`config.mk`:
```
export PLATFORM = sky130hd
export DESIGN_NAME = rs422_axis_rx_framer
export DESIGN_NICKNAME = d
export VERILOG_FILES = /design/src/rtl/rs422_rx_pkg.sv /design/src/rtl/rs422_rx_fifo.sv /design/src/rtl/rs422_axis_rx_framer.sv
export SDC_FILE = /design/constraint.sdc
export NUM_CORES = 1
export LEC_CHECK = 0
export CAP_MARGIN = 20
export CORE_UTILIZATION = 55
export CTS_BUF_LIST = sky130_fd_sc_hd__clkbuf_16
export DETAILED_ROUTE_END_ITERATION = 6
export PLACE_DENSITY = 0.74
export SLEW_MARGIN = 10
export SYNTH_ARGS = -nofsm -noshare
export SYNTH_HDL_FRONTEND = slang
export SYNTH_SLANG_ARGS = --single-unit
```
`constraint.sdc`:
```
create_clock -name clk -period 5.2 [get_ports clk]
set_input_delay 0.78 -clock clk [delete_from_list [all_inputs] [get_ports clk]]
set_output_delay 0.78 -clock clk [all_outputs]
set_load 0.02 [all_outputs]
```
`src/rtl/rs422_rx_pkg.sv`:
```
// Shared constants for the RS-422 receive framer.
//   LEN_W / LEN_BYTE_W : frame length field width and the per-word slice that feeds it
//   DEF_*              : default framing parameters (header offset, overhead words)
//   entry_*            : FIFO entry layout {user, last, data}
package rs422_rx_pkg;

  localparam int LEN_W          = 16;
  localparam int LEN_BYTE_W     = 8;
  localparam int DEF_LEN_OFFSET = 5;
  localparam int DEF_FRAME_OVH  = 7;

  function automatic int entry_w(input int data_w);
    return data_w + 2;
  endfunction

  function automatic int entry_last_pos(input int data_w);
    return data_w;
  endfunction

  function automatic int entry_user_pos(input int data_w);
    return data_w + 1;
  endfunction

endpackage

```
`src/rtl/rs422_rx_fifo.sv`:
```
// Synchronous first-word-fall-through FIFO with occupancy output.
//   wr_en/wr_data : push request; ignored while full (caller flags the drop)
//   rd_en/rd_data : pop request; rd_data shows the head entry, zero when empty
//   empty/full    : occupancy flags
//   level         : current number of stored entries
module rs422_rx_fifo #(
  parameter int WIDTH = 10,
  parameter int DEPTH = 64
) (
  input  logic                     clk,
  input  logic                     rstn,
  input  logic                     wr_en,
  input  logic [WIDTH-1:0]         wr_data,
  input  logic                     rd_en,
  output logic [WIDTH-1:0]         rd_data,
  output logic                     empty,
  output logic                     full,
  output logic [$clog2(DEPTH):0]   level
);

  localparam int AW = $clog2(DEPTH);

  logic [WIDTH-1:0] mem_q [DEPTH];
  logic [AW-1:0]    wr_ptr_q, wr_ptr_d, rd_ptr_q, rd_ptr_d;
  logic [AW:0]      level_q, level_d;
  logic             push, pop;

  always_comb begin
    empty    = (level_q == '0);
    full     = (level_q == (AW+1)'(DEPTH));
    push     = wr_en && !full;
    pop      = rd_en && !empty;
    wr_ptr_d = push ? wr_ptr_q + 1'b1 : wr_ptr_q;
    rd_ptr_d = pop ? rd_ptr_q + 1'b1 : rd_ptr_q;
    level_d  = level_q;
    if (push && !pop) begin
      level_d = level_q + 1'b1;
    end else if (pop && !push) begin
      level_d = level_q - 1'b1;
    end
    // Gate the head so outputs read zero after reset regardless of RAM contents.
    rd_data = empty ? '0 : mem_q[rd_ptr_q];
    level   = level_q;
  end

  always_ff @(posedge clk) begin
    if (push) begin
      mem_q[wr_ptr_q] <= wr_data;
    end
  end

  always_ff @(posedge clk or negedge rstn) begin
    if (!rstn) begin
      wr_ptr_q <= '0;
      rd_ptr_q <= '0;
      level_q  <= '0;
    end else begin
      wr_ptr_q <= wr_ptr_d;
      rd_ptr_q <= rd_ptr_d;
      level_q  <= level_d;
    end
  end

endmodule

```
`src/rtl/rs422_axis_rx_framer.sv`:
```
// RS-422 synchronous serial receiver: synchronises clock/enable/data pins,
// deserialises DATA_W-bit words, frames them using the 16-bit header length
// and streams them out through a FWFT FIFO as AXI4-Stream.
//   rs422_clk/en/data : asynchronous serial pins (enable active low)
//   tvalid/tready/tdata/tlast/tuser : AXI-S master, tuser=1 with tlast marks an aborted frame
//   rx_overflow : pulse, a word was dropped because the FIFO was full
//   frame_err   : pulse, a frame was closed early by enable deassert
//   fifo_level  : FIFO occupancy
module rs422_axis_rx_framer
  import rs422_rx_pkg::*;
#(
  parameter int DATA_W      = 8,
  parameter int MSB_FIRST   = 1,
  parameter int LEN_OFFSET  = DEF_LEN_OFFSET,
  parameter int FRAME_OVH   = DEF_FRAME_OVH,
  parameter int FIFO_DEPTH  = 64,
  parameter int SYNC_STAGES = 2
) (
  input  logic                          clk,
  input  logic                          rstn,
  input  logic                          rs422_clk,
  input  logic                          rs422_en,
  input  logic                          rs422_data,
  output logic                          tvalid,
  input  logic                          tready,
  output logic [DATA_W-1:0]             tdata,
  output logic                          tlast,
  output logic                          tuser,
  output logic                          rx_overflow,
  output logic                          frame_err,
  output logic [$clog2(FIFO_DEPTH):0]   fifo_level
);

  localparam int EW       = entry_w(DATA_W);
  localparam int LAST_POS = entry_last_pos(DATA_W);
  localparam int USER_POS = entry_user_pos(DATA_W);
  localparam int BW       = $clog2(DATA_W);
  localparam logic [LEN_W:0] OVH_EXT = (LEN_W+1)'(FRAME_OVH);
  localparam logic [LEN_W:0] MIN_END = (LEN_W+1)'(LEN_OFFSET + 1);

  logic [SYNC_STAGES-1:0] clk_sync_q, clk_sync_d;
  logic [SYNC_STAGES-1:0] en_sync_q, en_sync_d;
  logic [SYNC_STAGES-1:0] dat_sync_q, dat_sync_d;
  logic                   clk_prev_q, en_prev_q;
  logic                   s_clk, s_en, s_dat, sample, en_rise;

  logic [DATA_W-1:0]      shift_q, shift_d, word_new;
  logic [BW-1:0]          bit_cnt_q, bit_cnt_d;
  logic [LEN_W-1:0]       wcnt_q, wcnt_d;
  logic [LEN_W-1:0]       len_q, len_d, len_next;
  logic [LEN_BYTE_W-1:0]  len_byte;
  logic [LEN_W:0]         end_raw, end_idx;
  logic                   word_done, is_last;

  logic [DATA_W-1:0]      pend_data_q, pend_data_d;
  logic                   pend_vld_q, pend_vld_d, pend_last_q, pend_last_d;
  logic                   push_req, push_last, push_user;
  logic                   rx_overflow_q, rx_overflow_d, frame_err_q, frame_err_d;

  logic [EW-1:0]          wr_entry, rd_entry;
  logic                   fifo_empty, fifo_full;

  assign s_clk   = clk_sync_q[SYNC_STAGES-1];
  assign s_en    = en_sync_q[SYNC_STAGES-1];
  assign s_dat   = dat_sync_q[SYNC_STAGES-1];
  assign sample  = s_clk && !clk_prev_q && !s_en;
  assign en_rise = s_en && !en_prev_q;

  // Only the low byte of a header word carries length bits.
  if (DATA_W >= LEN_BYTE_W) begin : g_len_byte
    assign len_byte = word_new[LEN_BYTE_W-1:0];
  end else begin : g_len_byte
    assign len_byte = {{(LEN_BYTE_W-DATA_W){1'b0}}, word_new};
  end

  always_comb begin
    clk_sync_d = {clk_sync_q[SYNC_STAGES-2:0], rs422_clk};
    en_sync_d  = {en_sync_q[SYNC_STAGES-2:0], rs422_en};
    dat_sync_d = {dat_sync_q[SYNC_STAGES-2:0], rs422_data};

    if (MSB_FIRST != 0) begin
      word_new = {shift_q[DATA_W-2:0], s_dat};
    end else begin
      word_new = {s_dat, shift_q[DATA_W-1:1]};
    end
    word_done = sample && (bit_cnt_q == BW'(DATA_W - 1));

    // Length as it stands once the current word is included, so a header
    // word can itself be the end-of-frame word.
    len_next = len_q;
    if (wcnt_q == LEN_W'(LEN_OFFSET)) begin
      len_next[15:8] = len_byte;
    end
    if (wcnt_q == LEN_W'(LEN_OFFSET + 1)) begin
      len_next[7:0] = len_byte;
    end
    end_raw = {1'b0, len_next} + OVH_EXT - (LEN_W+1)'(1);
    end_idx = (end_raw <= MIN_END) ? MIN_END : end_raw;
    is_last = ({1'b0, wcnt_q} == end_idx);

    shift_d   = shift_q;
    bit_cnt_d = bit_cnt_q;
    wcnt_d    = wcnt_q;
    len_d     = len_q;
    if (s_en) begin
      bit_cnt_d = '0;
      wcnt_d    = '0;
      len_d     = '0;
    end else if (sample) begin
      shift_d = word_new;
      if (word_done) begin
        bit_cnt_d = '0;
        if (is_last) begin
          wcnt_d = '0;
          len_d  = '0;
        end else begin
          wcnt_d = (wcnt_q == '1) ? wcnt_q : wcnt_q + 1'b1;
          len_d  = len_next;
        end
      end else begin
        bit_cnt_d = bit_cnt_q + 1'b1;
      end
    end

    // All FIFO writes come out of the pending register. An end-of-frame word
    // is parked there with its last flag and flushed on the following cycle,
    // which can never collide with another word completion.
    pend_data_d = pend_data_q;
    pend_vld_d  = pend_vld_q;
    pend_last_d = pend_last_q;
    push_req    = 1'b0;
    push_last   = 1'b0;
    push_user   = 1'b0;
    frame_err_d = 1'b0;
    if (pend_vld_q && pend_last_q) begin
      push_req   = 1'b1;
      push_last  = 1'b1;
      pend_vld_d = 1'b0;
    end else if (word_done) begin
      push_req    = pend_vld_q;
      pend_data_d = word_new;
      pend_vld_d  = 1'b1;
      pend_last_d = is_last;
    end else if (en_rise && pend_vld_q) begin
      push_req    = 1'b1;
      push_last   = 1'b1;
      push_user   = 1'b1;
      frame_err_d = 1'b1;
      pend_vld_d  = 1'b0;
    end
    rx_overflow_d = push_req && fifo_full;

    wr_entry                 = '0;
    wr_entry[DATA_W-1:0]     = pend_data_q;
    wr_entry[LAST_POS]       = push_last;
    wr_entry[USER_POS]       = push_user;
  end

  always_ff @(posedge clk or negedge rstn) begin
    if (!rstn) begin
      clk_sync_q    <= '0;
      en_sync_q     <= '1;
      dat_sync_q    <= '0;
      clk_prev_q    <= 1'b0;
      en_prev_q     <= 1'b1;
      shift_q       <= '0;
      bit_cnt_q     <= '0;
      wcnt_q        <= '0;
      len_q         <= '0;
      pend_data_q   <= '0;
      pend_vld_q    <= 1'b0;
      pend_last_q   <= 1'b0;
      rx_overflow_q <= 1'b0;
      frame_err_q   <= 1'b0;
    end else begin
      clk_sync_q    <= clk_sync_d;
      en_sync_q     <= en_sync_d;
      dat_sync_q    <= dat_sync_d;
      clk_prev_q    <= s_clk;
      en_prev_q     <= s_en;
      shift_q       <= shift_d;
      bit_cnt_q     <= bit_cnt_d;
      wcnt_q        <= wcnt_d;
      len_q         <= len_d;
      pend_data_q   <= pend_data_d;
      pend_vld_q    <= pend_vld_d;
      pend_last_q   <= pend_last_d;
      rx_overflow_q <= rx_overflow_d;
      frame_err_q   <= frame_err_d;
    end
  end

  rs422_rx_fifo #(
    .WIDTH (EW),
    .DEPTH (FIFO_DEPTH)
  ) u_fifo (
    .clk     (clk),
    .rstn    (rstn),
    .wr_en   (push_req),
    .wr_data (wr_entry),
    .rd_en   (tready),
    .rd_data (rd_entry),
    .empty   (fifo_empty),
    .full    (fifo_full),
    .level   (fifo_level)
  );

  assign tvalid      = !fifo_empty;
  assign tdata       = rd_entry[DATA_W-1:0];
  assign tlast       = rd_entry[LAST_POS];
  assign tuser       = rd_entry[USER_POS];
  assign rx_overflow = rx_overflow_q;
  assign frame_err   = frame_err_q;

endmodule

```
==> insert_results.sql, run 1 <==
INSERT INTO impl_metrics (metric_group, metric, value, unit) VALUES
('floorplan', 'floorplan.initialDensity', '56.10', '%'),
('setup_path', 'start_kind', 'register', ''),
('yosys', 'yosysWarnings', '0', ''),
('hold_path', 'holdCritPathClass', 'in2async', ''),
('clock_tree', 'postCtsHoldBufs', '0', ''),
('clock_tree', 'clk-insertion-delay-late', '0.64', 'ns'),
('sta', 'postLayoutSetupSlackWorst', '0.2424', 'ns'),
('final_layout', 'fin_nets', '1624', ''),
('clock_tree', 'clock_path_buffers', '3', ''),
('sta', 'hold_viol', '0', ''),
('final_layout', 'final_layout_size_suffix_gt1_share', '26.02', '%'),
('sta', 'final_min_period_over_clock_period', '95.34', '%'),
('place', 'buffer_ports.inserted', '25', ''),
('grt', 'use_met1', '38.50', '%'),
('drt', 'avgRoutedWirePerCell', '29.11', 'um'),
('final_layout', 'layout-area-overhead-vs-synth', '12.65', '%'),
('pwr', 'power_density', '416.3', 'nW/um2'),
('drt', 'detail_route.wirelength', '68340', 'um'),
('sta', 'setup_tns', '0', 'ns'),
('drt', 'drc_violations_left', '0', ''),
('setup_path', 'timing.setup.critical_path_class', 'reg2out', ''),
('grt', 'globalRoute.totalOverflow', '0', ''),
('yosys', 'avgSynthCellArea', '19.37', 'um2'),
('clock_tree', 'cts-buffers-inserted', '73', ''),
('setup_path', 'worst-r2r-setup-slack', '0.31', 'ns'),
('sta', 'slew_headroom', '30.41', '%'),
('pwr', 'p_leak', '9.914', 'nW'),
('grt', 'gr-usage-all-layers', '25.89', '%'),
('setup_path', 'worstPathRequired', '4.42', 'ns'),
('setup_path', 'critical-path-top-cell-by-count', 'mux4_2', ''),
('sta', 'setup_viol', '0', ''),
('floorplan', 'fp.coreArea', '52970', 'um2'),
('yosys', 'synthFlopType', 'edfxtp_1', ''),
('drt', 'detail_route.iter0.violations', '1855', ''),
('floorplan', 'floorplan.die.height', '234.4', 'um'),
('yosys', 'asyncSetResetFlopFracSynth', '11.23', '%'),
('yosys', 'synthMostInstantiatedCell', 'edfxtp_1', ''),
('grt', 'met3_use_gr', '5.220', '%'),
('place', 'gp_routability_congestion', '0.8832', ''),
('setup_path', 'cp_slowest_stage_delay', '0.74', 'ns'),
('sta', 'timing_max_transition_violations_final', '0', ''),
('yosys', 'yosysUniqueCellTypes', '69', ''),
('drt', 'route.antenna.remaining_nets', '0', ''),
('yosys', 'ys_seq_area_share', '71.50', '%'),
('pwr', 'ir_drop', '0.3480', 'mV'),
('grt', 'maximum_number_of_pins_on_one_net_before_global_route_repair', '66', ''),
('job', 'number_of_max_capacitance_violations_reported', '0', ''),
('clock_tree', 'htreeDepth', '3', ''),
('clock_tree', 'clk_root_buffer_cell', 'clkbuf_16', ''),
('outcome', 'outcome', 'complete, no violations', ''),
('sta', 'rsz0062_at_grt', 'false', ''),
('yosys', 'post_synth_most_frequent_cells', '640 x edfxtp_1, 210 x mux4_2, 99 x nor2_1', ''),
('setup_path', 'cp_slowest_cell', 'dfrtp_4', ''),
('grt', 'globalRouteMet2Util', '39.77', '%'),
('yosys', 'synth-edff-count', '640', ''),
('pwr', 'power.total', '13.94', 'mW'),
('sta', 'fmax', '201.7', 'MHz'),
('setup_path', 'setup.worst_path.start', 'u_fifo.rd_ptr_q[0]$_DFFE_PN0P_', ''),
('final_layout', 'insertedDiodeCount', '0', ''),
('setup_path', 'path_max_fanout', '19', ''),
('yosys', 'synth_fp_nets', '1555', ''),
('yosys', 'synth.top_cell.area_share', '64.67', '%'),
('place', 'dpl_worst_slack', '0.2716', 'ns'),
('grt', 'grt_antenna_before_repair', '0', ''),
('grt', 'grt_pass1_wl', '101900', 'um'),
('setup_path', 'r2r_start', 'wcnt_q[9]$_DFFE_PN0P_', ''),
('setup_path', 'setup.worst_path.end_class', 'output port', ''),
('sta', 'tightestPinTransition', '1.040', 'ns'),
('floorplan', 'dieArea', '54960', 'um2'),
('setup_path', 'crit_chain', 'buf_4 -> mux4_2 -> mux4_2 -> mux4_2 -> nor2b_1 -> clkdlybuf4s50_1', ''),
('clock_tree', 'clk_pin_slew_worst_paths', '0.06', 'ns');
worst max-delay path: cells and delay by family (launching register included):
kind,cells,cell delay (ns)
buffers and inverters,2,0.89
multiplexers,3,1.71
AND/OR/NAND/NOR,1,0.18
flip-flops,1,0.74
what timing repair did:
action | 4_1_cts | 5_1_grt
pin swaps | 0 | 0
buffers inserted | 1 | 0
setup endpoints to repair | 5 | 28
gates resized for setup | 0 | 4
report_power, final:
part / internal, mW / leakage (nW) / total, mW / switching (mW)
registers: 6.30 / 6.08 / 6.67 / 0.368
logic: 1.03 / 2.64 / 2.04 / 1.01
clock network: 2.95 / 1.20 / 5.23 / 2.28
total: 10.3 / 9.91 / 13.9 / 3.66
flip-flops by register name, summed over array words and instances (netlist names):
signal / count
rx_overflow: 1
len_q: 16
bit_cnt_q: 3
frame_err: 1
u_fifo.rd_ptr_q: 6
wcnt_q: 16
clk_prev_q: 1
pend_vld_q: 1
en_prev_q: 1
en_sync_q: 2
dat_sync_q: 2
clk_sync_q: 2
pend_data_q: 8
shift_q: 7
pend_last_q: 1
u_fifo.wr_ptr_q: 6
u_fifo.mem_q: 640
u_fifo.level: 7
path summary, 6_finish.rpt:
| check | to | cells past startpoint |
|---|---|---|
| setup / recovery | tdata[2] | 6 |
| hold / removal | wcnt_q[2]$_DFFE_PN0P_ | 1 |
| setup reg to reg | len_q[5]$_DFFE_PN0P_ | 14 |
| hold reg to reg | clk_sync_q[1]$_DFF_PN0_ | 0 |
| max in group asynchronous | pend_data_q[7]$_DFFE_PN0P_ | 2 |
| min in group clk | clk_sync_q[1]$_DFF_PN0_ | 0 |
placed cells by master, fill, tap and decap left out, types with 15 or more instances in the layout:
cell type | netlist | final
edfxtp_1 | 640 | 640
mux4_2 | 210 | 210
nor2_1 | 99 | 99
clkbuf_16 | 0 | 73
dfrtp_1 | 78 | 66
nand2_1 | 54 | 54
buf_4 | 2 | 46
xnor2_1 | 31 | 31
o21ai_0 | 26 | 26
inv_1 | 16 | 25
a21oi_1 | 25 | 25
clkdlybuf4s50_1 | 0 | 24
mux2_2 | 23 | 23
mux2i_1 | 22 | 22
nand3_1 | 22 | 22
nor2b_1 | 18 | 17
clkinv_2 | 0 | 16
nor3_1 | 15 | 15
xor2_1 | 15 | 15
area by class of cell:
class	instances	area [um2]
Clock buffer	73	1827
Sequential cell	721	21270
Inverter	16	60.06
Clock inverter	59	561.8
Tap cell	688	860.8
Fill cell	3548	19490
Timing Repair Buffer	80	785.8
Multi-Input combinational cell	711	8110
layer usage:
metal	up-vias	part of all wire (%)
met3	114	8.2
met5	-	0
li1	6390	-
met4	0	2.1
met1	8076	42
met2	716	48
logic make-up (layout without fill, tap and decap cells):
| kind of cell | Yosys count | count (layout) | synth area share, % |
|---|---|---|---|
| flops | 721 | 721 | 71.50 |
| simple gates | 274 | 274 | 4.610 |
| mux | 255 | 255 | 17.53 |
| compound gates | 119 | 119 | 2.838 |
| buf+inv | 102 | 228 | 1.356 |
| xor+xnor | 48 | 48 | 1.507 |
| fa+ha+maj | 15 | 15 | 0.6568 |
per-stage QoR:
step	instance area [um2]	instances	hold WS, ns
after global placement	31010	2213	0.3348
after global routing	33480	2348	0.2046
after detailed placement	31050	2215	0.3385
final	33480	2348	0.1668
after floorplan	29720	1534	0.3312
after CTS	33460	2348	0.1665
(Power assumes the default switching activity.)
==> run 2: changes to the inputs <==
Settings changed: CORE_MARGIN set to 4, HOLD_SLACK_MARGIN set to 0.1.
==> insert_results.sql, run 2 (synthesized netlist as in run 1, its figures left out) <==
INSERT INTO impl_metrics (metric_group, metric, value, unit) VALUES
('outcome', 'outcome', 'complete, no violations', ''),
('sta', 'tightestPinTransition', '0.8359', 'ns'),
('final_layout', 'finalInstanceArea', '33710', 'um2'),
('pwr', 'power.combinational.fraction', '14.8', '%'),
('floorplan', 'floorplan.initialDensity', '55.99', '%'),
('setup_path', 'r2r_start', 'wcnt_q[9]$_DFFE_PN0P_', ''),
('sta', 'fmax', '206.8', 'MHz'),
('pwr', 'power_density', '404.1', 'nW/um2'),
('grt', 'maximum_number_of_pins_on_one_net_before_global_route_repair', '66', ''),
('sta', 'post-route-min-period', '4.835', 'ns'),
('clock_tree', 'clock_path_buffers', '3', ''),
('job', 'number_of_max_capacitance_violations_reported', '0', ''),
('setup_path', 'path_max_fanout', '47', ''),
('sta', 'timing_max_transition_violations_final', '0', ''),
('grt', 'globalRoute.totalOverflow', '0', ''),
('grt', 'grt_pass1_wl', '102300', 'um'),
('final_layout', 'final_layout_size_suffix_gt1_share', '27.64', '%'),
('place', 'gp_routability_congestion', '0.9499', ''),
('pwr', 'netSwitchingFraction', '25.45', '%'),
('pwr', 'seqPwrFrac', '48.7', '%'),
('drt', 'drt_first_pass_iters', '5', ''),
('floorplan', 'die_w', '240.4', 'um'),
('sta', 'hold_viol', '0', ''),
('final_layout', 'layout.filler_cells', '3549', ''),
('setup_path', 'start_kind', 'register', ''),
('hold_path', 'holdCritPathClass', 'reg2reg', ''),
('place', 'post-dp-hpwl', '41470', 'um'),
('sta', 'rsz0062_at_grt', 'false', ''),
('clock_tree', 'cts_tree', 'built', ''),
('pwr', 'p_leak', '10.16', 'nW'),
('clock_tree', 'cts_num_sinks', '721', ''),
('drt', 'detailroute.via_count', '15270', ''),
('setup_path', 'setup.worst_path.start', 'u_fifo.rd_ptr_q[0]$_DFFE_PN0P_', ''),
('sta', 'final_min_period_over_clock_period', '92.98', '%'),
('sta', 'setup_viol', '0', ''),
('floorplan', 'dieArea', '57810', 'um2'),
('final_layout', 'largest_register', 'u_fifo.mem_q', ''),
('pwr', 'ir_drop', '0.2318', 'mV'),
('pwr', 'switching_power', '3.467', 'mW'),
('place', 'detailed_place.area', '31400', 'um2'),
('grt', 'gr-usage-all-layers', '24.08', '%'),
('final_layout', 'final_cell_mix', '640 x edfxtp_1, 210 x mux4_2, 101 x buf_4, 99 x nor2_1, 76 x clkbuf_16', ''),
('floorplan', 'core.rowCount', '84', ''),
('clock_tree', 'clk_root_buffer_cell', 'clkbuf_16', ''),
('clock_tree', 'htreeDepth', '3', ''),
('pwr', 'power_report.internal_total', '10.15', 'mW'),
('sta', 'worst_clock_skew', '0.02773', 'ns'),
('clock_tree', 'clk_pin_slew_worst_paths', '0.06', 'ns'),
('drt', 'avgRoutedWirePerCell', '28.25', 'um'),
('drt', 'route.antenna.remaining_nets', '0', ''),
('sta', 'setup_tns', '0', 'ns'),
('setup_path', 'setup.worst_path.end_class', 'output port', ''),
('clock_tree', 'clk-insertion-delay-late', '0.60', 'ns'),
('final_layout', 'area_occupied_by_multi_input_gates', '8114', 'um2'),
('drt', 'drc_violations_left', '0', ''),
('final_layout', 'insertedDiodeCount', '0', ''),
('setup_path', 'arrival', '4.06', 'ns'),
('final_layout', 'fin_nets', '1677', ''),
('place', 'buffer_ports.inserted', '25', ''),
('hold_path', 'min-delay-start', 'clk_sync_q[0]$_DFF_PN0_', ''),
('final_layout', 'largest_reg_flops', '640', ''),
('sta', 'slew_headroom', '44.27', '%'),
('final_layout', 'layout_commonest_cell', 'edfxtp_1', ''),
('drt', 'post_drt_via_cell_ratio', '6.364', ''),
('pwr', 'clock_power_share', '36.6', '%'),
('drt', 'detail_route.wirelength', '67780', 'um'),
('final_layout', 'final-seq-area', '21270', 'um2'),
('setup_path', 'timing.setup.critical_path_class', 'reg2out', ''),
('final_layout', 'layout_top_registers', 'u_fifo.mem_q: 640 flops, len_q: 16 flops, wcnt_q: 16 flops', ''),
('floorplan', 'fp.coreArea', '53080', 'um2'),
('grt', 'grt_pass1_vias', '15500', ''),
('final_layout', 'layout-area-overhead-vs-synth', '13.45', '%'),
('grt', 'grt_antenna_before_repair', '1', ''),
('clock_tree', 'post_cts.repair.setup_buffers', '0', ''),
('clock_tree', 'cts-buffers-inserted', '74', ''),
('floorplan', 'floorplan.die.height', '240.4', 'um'),
('drt', 'detail_route.iter0.violations', '1778', ''),
('floorplan', 'ports', '26', ''),
('setup_path', 'worst-r2r-setup-slack', '0.38', 'ns'),
('setup_path', 'worstPathRequired', '4.42', 'ns');
run 2: cell count changes in the layout (fill, tap and decap cells not counted), moves of 2 or more:
cell       previous run  this run
clkinv_2             16         9
clkbuf_16            73        76
bufinv_16             7         4
clkinv_1             12        10
clkinv_8              3         1
inv_16                2         0
inv_1                25        37
buf_12               10         6
buf_4                46       101
run 2: timing repair:
item,in CTS,in global routing
hold buffers,1,0
hold endpoints to repair,1,0
resized for setup,0,5
setup endpoints to repair,0,26
run 2: layout make-up:
| class | count | area share, % |
|---|---|---|
| Timing Repair Buffer | 132 | 3.348 |
| Multi-Input combinational cell | 711 | 24.07 |
| Tap cell | 688 | 2.553 |
| Clock buffer | 76 | 5.641 |
| Sequential cell | 721 | 63.09 |
| Inverter | 16 | 0.1781 |
| Clock inverter | 55 | 1.125 |
run 2: path summary, 6_finish.rpt:
check                                            endpoint  depth (start not counted)
max in group asynchronous  u_fifo.rd_ptr_q[3]$_DFFE_PN0P_                          3
max                                                 tuser                          6
max reg2reg                          len_q[7]$_DFFE_PN0P_                         14
min in group asynchronous         dat_sync_q[1]$_DFF_PN0_                          2
min reg2reg                       clk_sync_q[1]$_DFF_PN0_                          0
min                               clk_sync_q[1]$_DFF_PN0_                          0
run 2: worst max-delay path, stage by stage (launching register included):
cell and delay [ns]:
dfrtp_4 0.64, buf_12 0.39, mux4_2 0.61, mux4_2 0.55, mux4_2 0.55, nor2b_1 0.17, clkdlybuf4s50_1 0.54
run 2: power by group through the flow:
| stage | sequential (mW) | clock (mW) | combinational, mW |
|---|---|---|---|
| after floorplan | 6.51 | 0 | 1.67 |
| after global placement | 6.75 | 0 | 2.04 |
| after detailed placement | 6.75 | 0 | 2.06 |
| after CTS | 6.63 | 5.09 | 2.07 |
| after global routing | 6.65 | 5.35 | 2.18 |
| final | 6.63 | 4.98 | 2.01 |
run 2: routing by layer:
layer,GRT usage [%],share of wire (%),up-vias
li1,-,-,6506
met1,34.16,40,8010
met2,40.15,51,657
met3,3.774,7.2,93
met4,5.859,1.8,2
met5,0,0.019,-
run 2: per-stage QoR:
| step | utilization [%] | hold slack, ns | power (mW) | setup slack, ns | instances |
|---|---|---|---|---|---|
| 5_1_grt | 63.52 | 0.3395 | 14.18 | 0.04782 | 2399 |
| 4_1_cts | 63.48 | 0.3350 | 13.78 | 0.1047 | 2399 |
| 3_3_place_gp | 59.17 | 0.3451 | 8.790 | 0.2952 | 2267 |
| 2_1_floorplan | - | 0.3312 | 8.176 | 0.8738 | 1534 |
| 3_5_place_dp | 59.17 | 0.3433 | 8.806 | 0.1969 | 2267 |
| 6_report | 63.52 | 0.3328 | 13.62 | 0.3649 | 2399 |
